--- src/rtl/bster_mem_driver.sv ---
// Single-beat AXI4 memory driver for the tree engines.
// One outstanding read or write; sticky error on non-OKAY responses.
module bster_mem_driver #(
  parameter int RAM_DATA_WIDTH = 32,
  parameter int RAM_ADDR_WIDTH = 16,
  parameter int RAM_STRB_WIDTH = RAM_DATA_WIDTH / 8
) (
  input  logic                      aclk_i,
  input  logic                      areset_i,
  input  logic                      mem_valid_i,
  output logic                      mem_ready_o,
  input  logic                      mem_rd_i,
  input  logic                      mem_wr_i,
  input  logic [RAM_ADDR_WIDTH-1:0] mem_addr_i,
  input  logic [RAM_DATA_WIDTH-1:0] mem_wr_data_i,
  output logic                      mem_rd_valid_o,
  input  logic                      mem_rd_ready_i,
  output logic [RAM_DATA_WIDTH-1:0] mem_rd_data_o,
  output logic                      awvalid_o,
  input  logic                      awready_i,
  output logic [RAM_ADDR_WIDTH-1:0] awaddr_o,
  output logic                      wvalid_o,
  input  logic                      wready_i,
  output logic [RAM_DATA_WIDTH-1:0] wdata_o,
  input  logic                      bvalid_i,
  output logic                      bready_o,
  input  logic [1:0]                bresp_i,
  output logic                      arvalid_o,
  input  logic                      arready_i,
  output logic [RAM_ADDR_WIDTH-1:0] araddr_o,
  input  logic                      rvalid_i,
  output logic                      rready_o,
  input  logic [RAM_DATA_WIDTH-1:0] rdata_i,
  input  logic [1:0]                rresp_i,
  output logic                      mem_error_o
);

  localparam int SH = $clog2(RAM_STRB_WIDTH);

  typedef enum logic [2:0] {
    IDLE, RD_ADDR, RD_DATA, RD_CPL, WR_REQ, WR_RESP
  } state_e;

  state_e state_q, state_d;

  logic [RAM_ADDR_WIDTH-1:0] addr_q, addr_d;
  logic [RAM_DATA_WIDTH-1:0] wr_data_q;
  logic [RAM_DATA_WIDTH-1:0] rd_data_q;
  logic aw_done_q, aw_done_d;
  logic w_done_q, w_done_d;
  logic err_q;

  logic accept, aw_fire, w_fire, wr_both;
  logic err_set;

  assign accept  = mem_valid_i && mem_ready_o;
  assign addr_d  = mem_addr_i << SH;
  assign aw_fire = awvalid_o && awready_i;
  assign w_fire  = wvalid_o && wready_i;
  assign wr_both = (aw_done_q || aw_fire) && (w_done_q || w_fire);

  assign err_set =
    (state_q == RD_DATA && rvalid_i && rresp_i != 2'b00) ||
    (state_q == WR_RESP && bvalid_i && bresp_i != 2'b00);

  // Done flags only live inside WR_REQ; cleared on the way out.
  always_comb begin
    aw_done_d = 1'b0;
    w_done_d  = 1'b0;
    if (state_q == WR_REQ && !wr_both) begin
      aw_done_d = aw_done_q || aw_fire;
      w_done_d  = w_done_q || w_fire;
    end
  end

  always_ff @(posedge aclk_i) begin
    if (areset_i) state_q <= IDLE;
    else          state_q <= state_d;
  end

  always_comb begin
    state_d = state_q;
    unique case (state_q)
      IDLE: begin
        if (accept) begin
          if (mem_rd_i)      state_d = RD_ADDR;
          else if (mem_wr_i) state_d = WR_REQ;
        end
      end
      RD_ADDR: if (arready_i)      state_d = RD_DATA;
      RD_DATA: if (rvalid_i)       state_d = RD_CPL;
      RD_CPL:  if (mem_rd_ready_i) state_d = IDLE;
      WR_REQ:  if (wr_both)        state_d = WR_RESP;
      WR_RESP: if (bvalid_i)       state_d = IDLE;
      default: state_d = IDLE;
    endcase
  end

  always_comb begin
    mem_ready_o    = (state_q == IDLE) && !areset_i;
    arvalid_o      = (state_q == RD_ADDR);
    rready_o       = (state_q == RD_DATA);
    mem_rd_valid_o = (state_q == RD_CPL);
    awvalid_o      = (state_q == WR_REQ) && !aw_done_q;
    wvalid_o       = (state_q == WR_REQ) && !w_done_q;
    bready_o       = (state_q == WR_RESP);
  end

  always_ff @(posedge aclk_i) begin
    if (areset_i) begin
      addr_q    <= '0;
      wr_data_q <= '0;
      rd_data_q <= '0;
      aw_done_q <= 1'b0;
      w_done_q  <= 1'b0;
      err_q     <= 1'b0;
    end else begin
      if (accept) begin
        addr_q    <= addr_d;
        wr_data_q <= mem_wr_data_i;
      end
      if (state_q == RD_DATA && rvalid_i)
        rd_data_q <= rdata_i;
      aw_done_q <= aw_done_d;
      w_done_q  <= w_done_d;
      if (err_set) err_q <= 1'b1;
    end
  end

  assign araddr_o      = addr_q;
  assign awaddr_o      = addr_q;
  assign wdata_o       = wr_data_q;
  assign mem_rd_data_o = rd_data_q;
  assign mem_error_o   = err_q;

endmodule
--- config.mk ---
export PLATFORM = sky130hd
export DESIGN_NAME = bster_mem_driver
export DESIGN_NICKNAME = d
export VERILOG_FILES = /design/src/rtl/bster_mem_driver.sv
export SDC_FILE = /design/constraint.sdc
export NUM_CORES = 1
export LEC_CHECK = 0
export ABC_AREA = 0
export CAP_MARGIN = 20
export CORE_MARGIN = 5
export CORE_UTILIZATION = 38
export DETAILED_ROUTE_END_ITERATION = 16
export MAX_ROUTING_LAYER = met4
export PLACE_DENSITY_LB_ADDON = 0.05
export SLEW_MARGIN = 25
export SYNTH_ARGS = -nofsm -noshare
export SYNTH_HDL_FRONTEND = slang
export SYNTH_SLANG_ARGS = --single-unit
--- constraint.sdc ---
create_clock -name aclk_i -period 2.1 [get_ports aclk_i]
set_input_delay 0.63 -clock aclk_i [delete_from_list [all_inputs] [get_ports aclk_i]]
set_output_delay 0.63 -clock aclk_i [all_outputs]
set_load 0.01 [all_outputs]
==> results of run 1 <==
## report_power, final
group	internal, W	switching [W]
Sequential	0.00173	0.0000917
Combinational	0.000609	0.000418
Clock	0.000655	0.000552
Total	0.00300	0.00106
## cell type report
class | count | area [um2]
fill | 801 | 3173
clock inverter | 5 | 78.83
sequential | 84 | 1693
inverter | 1 | 3.754
clock buffer | 9 | 123.9
timing repair buffer | 209 | 2078
multi-input combinational | 281 | 1393
tap | 108 | 135.1
## sequential cells by signal, indices dropped and copies added, names as in the netlist
| name | flops |
|---|---|
| araddr_o | 14 |
| aw_done_q | 1 |
| mem_error_o | 1 |
| mem_rd_data_o | 32 |
| state_q | 3 |
| w_done_q | 1 |
| wdata_o | 32 |
## final timing paths
kind	endpoint
worst max-delay path	mem_ready_o
worst min-delay path	mem_rd_data_o[31]$_SDFFE_PP0P_
worst max register to register	state_q[0]$_SDFFE_PP0P_
worst min register to register	mem_rd_data_o[31]$_SDFFE_PP0P_
## through the flow
stage	hold slack, ns	power (W)	instances
final	0.4546	0.004060	697
after global placement	0.4410	0.002874	679
after global routing	0.4725	0.004255	697
after detailed placement	0.4461	0.002893	679
after floorplan	0.4805	0.002307	412
after CTS	0.4567	0.004114	697
## layout by cell type (no fill, tap or decap), types with 2 or more instances in the layout
cell	n
conb_1	4
dlygate4sd2_1	5
dfxtp_4	3
clkdlybuf4s50_1	184
clkinv_2	2
clkbuf_8	9
and3b_1	2
bufinv_16	2
nand2_1	161
nor4b_1	2
nand3b_1	46
buf_12	3
nor2_1	8
dfxtp_1	81
and2_1	2
a21oi_1	37
nand2b_1	2
buf_4	14
## worst min-delay path, stage by stage (launching register included)
cell	delay, ns
dfxtp_1	0.31
nand2_1	0.05
a21oi_1	0.05
## what timing repair did
item / in CTS / in global routing
resized for setup: 12 / 2
endpoints found under the setup margin: 7 / 2
endpoints found under the hold margin: 0 / 0
buffers inserted: 4 / 0
## routing by layer
layer,vias to the layer above,routed length (um)
met1,1461,4323
li1,1650,-
met5,-,0
met2,114,4752
met3,8,677
met4,0,100
## logic make-up after synthesis
group	Yosys count	synth area share
AO/OA/AOI/OAI	43	0.06999
flip-flops	84	0.5004
buffers and inverters	47	0.08861
other	1	0.001116
multiplexers	2	0.009679
AND/OR/NAND/NOR	232	0.3302
==> results.md, run 1 <==
* Final design utilization at 0.6344
* Final worst slack at 0.08207 ns
* Crit path from: state_q[1]$_SDFFE_PP0P_
* Clk slew on worst S/H paths at 0.08 ns
* DR iter-0 viols at 116
* Crit path arrival time at 1.39 ns
* Hold Path Depth at 2
* Cells on worst reg2reg path at 5
* Gate Count Post-Synth at around 410
* Die X-Extent at 104.0 um
* R2r setup slk at 0.54 ns
* Critical path class: reg2out
* Required time of the critical path at 1.47 ns
* Min Tclk post-route at 2.018 ns
* Final-report max-slew violation count at 0
* Vias at approximately 3200
* Worst flop-to-flop path startpoint: state_q[0]$_SDFFE_PP0P_
* Fmax at 495.6 MHz
* Mapped Avg Cell Area at 8.217 um2
* Clk root buf: clkbuf_8
* Final setup fails at 0
* Hold_buf cts at 0
* First-pass GRT wire length at 15780 um
* Final nets at 681
* Final Wtd Congestion at 0.7785
* Drt pass-1 iters at 4
* Worst-skew pair later-pin latency at ~0.34 ns
* Cell area after synthesis at 3361 um2
* Seq/Total Area, Yosys at 0.5004
* Setup Skew at 0.01342 ns
* Final instance area at ~5500 um2
* WL/cell at 14.14 um
* Predominant post-synthesis flop cell: dfxtp_1
* Synth top cells by count: 161 x nand2_1, 84 x dfxtp_1, 46 x nand3b_1
* Status: complete, no violations
* Layout area overhead at 63.81%
* Vias in the first global route at 3228
* Seq cells post-synth at 84
* CP startpoint kind: register
* Largest net degree at the start of global routing at 87
* Count of different cell masters after synthesis at 33
* Top cells by area, synth: dfxtp_1 50%, nand2_1 18%, nand3b_1 10%
* Final period utilization at 0.9609
* Max incr delay on CP at 0.37 ns
* Cts bufs inserted at 9
* Met3 GRT Util at 0.05028
* Post-synth top area cell: dfxtp_1
* Clock Sinks at 84
* Post-synth EDFFs at 0
* DP HPWL at approximately 7100 um
* Ports at ~200
* Port-buffer cells at 192
* Most frequent cell after synthesis: nand2_1
* Met1 usage at 0.2194
* Synth warnings at 0
* TritonCTS clock tree: yes
* DRC at 0
* Layout cells sized above 1 at 0.06621
* Final hold vios at 0
* RSZ-0062 raised after global routing: false
* Slew HR at 0.4863
* Critical-path cell list: buf_4 > nor4_4 > clkdlybuf4s15_1
* VDD IR max at 0.0003465 V
* Final wirelength at 9854 um
* HP Class: reg2reg
* Initial antenna violation count at 0
* Top cell type's share of synthesized area at 0.5004
* DIE AREA at 10820 um2
* Crit-path slowest cell: dfxtp_4
* Final ANT Viol Nets at 0
* Total global routing overflow at 0
* Avg Vias per Cell at 4.638
* Crit path max-delay family: buffers and inverters
* Pre-CTS WS at -0.08344 ns
* Max-cap violations at 0
* Placed cell area at 5265 um2
* GRT Util Overall at 0.1796
* Site row count at 34
* Die Height at 104.0 um
* Crit-path max FO at 8
* Leak at 2.224 nW
* Crit path capture type: primary output
* Gr busiest metal: met2
* ANT cells at 0
* Clock Path Buffers at 2
* H-Tree Depth at 3
* Total Neg Setup Slack at 0 ns
* Core region area at 8678 um2
* Bufs and invs on worst path at 2
* Ys async rst share at 0
* Hold_sp: mem_rd_data_o[31]$_SDFFE_PP0P_
* Grt met2 use at 0.2869
* Initial Util at 0.3873
* Levels on crit path at 3
* Pwr Density at 737.5 nW/um2
* Worst Tran Pin Value at 0.7705 ns
(Power assumes the default switching activity.)
==> inputs of run 2 (changes only) <==
Settings changed: MAX_ROUTING_LAYER met4 to not set.
==> run 2 against run 1 <==
- flip-flop and latch count is the same
- die area is the same
- combinational power is essentially flat
- power shrank 0.15%
- setup slack lost 0.0025 ns
==> results.md, run 2 (synthesized netlist as in run 1, its figures left out) <==
* Largest net degree at the start of global routing at between 80 and 90
* Layout cells sized above 1 at 0.06621
* Initial Util at 0.3873
* Port-buffer cells at 192
* Hold_buf cts at 0
* Hold_ws at between 0.4 and 0.5 ns
* Max-cap violations at 0
* Final design utilization at 0.6344
* Final ANT Viol Nets at 0
* Fmax at 494.9 MHz
* Die X-Extent at 104.0 um
* Clk root buf: clkbuf_8
* Critical path class: reg2out
* TritonCTS clock tree: yes
* VDD IR max at 0.0003464 V
* Layout Cells excl Fill at 697
* Clk slew on worst S/H paths at 0.08 ns
* DR iter-0 viols at 109
* # fillers at 801
* Crit path capture type: primary output
* Ports at 199
* Final hold vios at 0
* Vias in the first global route at approximately 3200
* Total global routing overflow at 0
* Most frequent cells in the layout: 184 x clkdlybuf4s50_1, 161 x nand2_1, 81 x dfxtp_1
* Cts bufs inserted at 9
* Worst Tran Pin Value at 0.7616 ns
* Layout area overhead at 63.81%
* Required time of the critical path at 1.47 ns
* Leak at 2.224 nW
* Die Height at 104.0 um
* GRT Util Overall at 0.1750
* Seq pwr share at 0.450
* Pwr Density at 736.5 nW/um2
* First-pass GRT wire length at 15860 um
* Setup Skew at 0.01301 ns
* Initial antenna violation count at 0
* Slew HR at 0.4923
* Final setup fails at 0
* Min Tclk post-route at 2.020 ns
* DP HPWL at 7078 um
* Post-placement cell count at approximately 680
* Final Wtd Congestion at just under 0.8
* Crit-path max FO at 8
* Final nets at just under 700
* ANT cells at 0
* CP startpoint kind: register
* Vias at between 3000 and 4000
* Clock Sinks at 84
* DRC at 0
* Core region area at 8678 um2
* RSZ-0062 raised after global routing: false
* Internal power at 0.002998 W
* Crit path arrival time at 1.39 ns
* Gate power share at 0.253
* Final-report max-slew violation count at 0
* Drt pass-1 iters at 4
* Final wirelength at approximately 9800 um
* Site row count at 34
* Switching part of the total at 0.2605
* Avg Vias per Cell at 4.646
* H-Tree Depth at 3
* Commonest non-fill, non-tap cell in the layout: clkdlybuf4s50_1
* Sw power at 0.001056 W
* HP Class: reg2reg
* DIE AREA at 10820 um2
* WL/cell at around 14 um
* Final period utilization at 0.9621
* Worst-skew pair later-pin latency at 0.34 ns
* Clock Path Buffers at 2
* Status: complete, no violations
* Clock Power Share at 0.297
run 2: cell counts in the layout (fill, tap and decap cells not counted):
Identical to the previous run, type by type.
run 2: path summary, 6_finish.rpt:
path | startpoint | to | slack, ns | depth (start not counted)
min | mem_rd_data_o[31]$_SDFFE_PP0P_ | mem_rd_data_o[31]$_SDFFE_PP0P_ | 0.45 | 2
min reg2reg | mem_rd_data_o[31]$_SDFFE_PP0P_ | mem_rd_data_o[31]$_SDFFE_PP0P_ | 0.45 | 2
max | state_q[1]$_SDFFE_PP0P_ | mem_ready_o | 0.08 | 3
max reg2reg | state_q[1]$_SDFFE_PP0P_ | wdata_o[23]$_SDFFE_PP0P_ | 0.54 | 7
run 2: per-layer routing:
metal	track usage	vias to the layer above	share of wire
li1	-	1651	-
met1	0.2070	1466	0.42
met2	0.2892	112	0.49
met3	0.06828	9	0.086
met4	0.05920	0	0.012
met5	0	-	0
run 2: final cells by class:
cell class,instances,area [um2],share of cell area
Inverter,1,3.754,0.0006818
Clock inverter,5,78.83,0.01432
Sequential cell,84,1693,0.3075
Tap cell,108,135.1,0.02455
Multi-Input combinational cell,281,1393,0.2530
Clock buffer,9,123.9,0.02250
Timing Repair Buffer,209,2078,0.3775
run 2: worst max-delay path, stage by stage, from the launching register on:
cell and delay, ns:
dfxtp_4 0.38, buf_4 0.16, nor4_4 0.25, clkdlybuf4s15_1 0.27
run 2: timing repair:
| item | 4_1_cts | 5_1_grt |
|---|---|---|
| buffers inserted | 4 | 0 |
| pin swaps | 0 | 0 |
| hold endpoints to repair | 0 | 0 |
| setup endpoints to repair | 7 | 2 |
| resized for setup | 12 | 2 |
run 2: through the flow:
stage	TNS [ns]	area, um2	worst slack [ns]	total power [W]
after floorplan	0	3372	0.4272	0.002307
after global placement	-0.06991	5265	-0.04705	0.002874
after detailed placement	-0.1387	5265	-0.08344	0.002893
after CTS	0	5502	0.02263	0.004114
after global routing	0	5505	0.01113	0.004255
final	0	5505	0.07959	0.004054
run 2: power groups by stage:
| stage | sequential (W) | clock [W] | combinational [W] |
|---|---|---|---|
| final | 0.00183 | 0.00120 | 0.00103 |
| after global routing | 0.00185 | 0.00130 | 0.00111 |
| after CTS | 0.00183 | 0.00124 | 0.00104 |
| after detailed placement | 0.00187 | 0 | 0.00102 |
| after global placement | 0.00186 | 0 | 0.00101 |
| after floorplan | 0.00191 | 0 | 0.000396 |
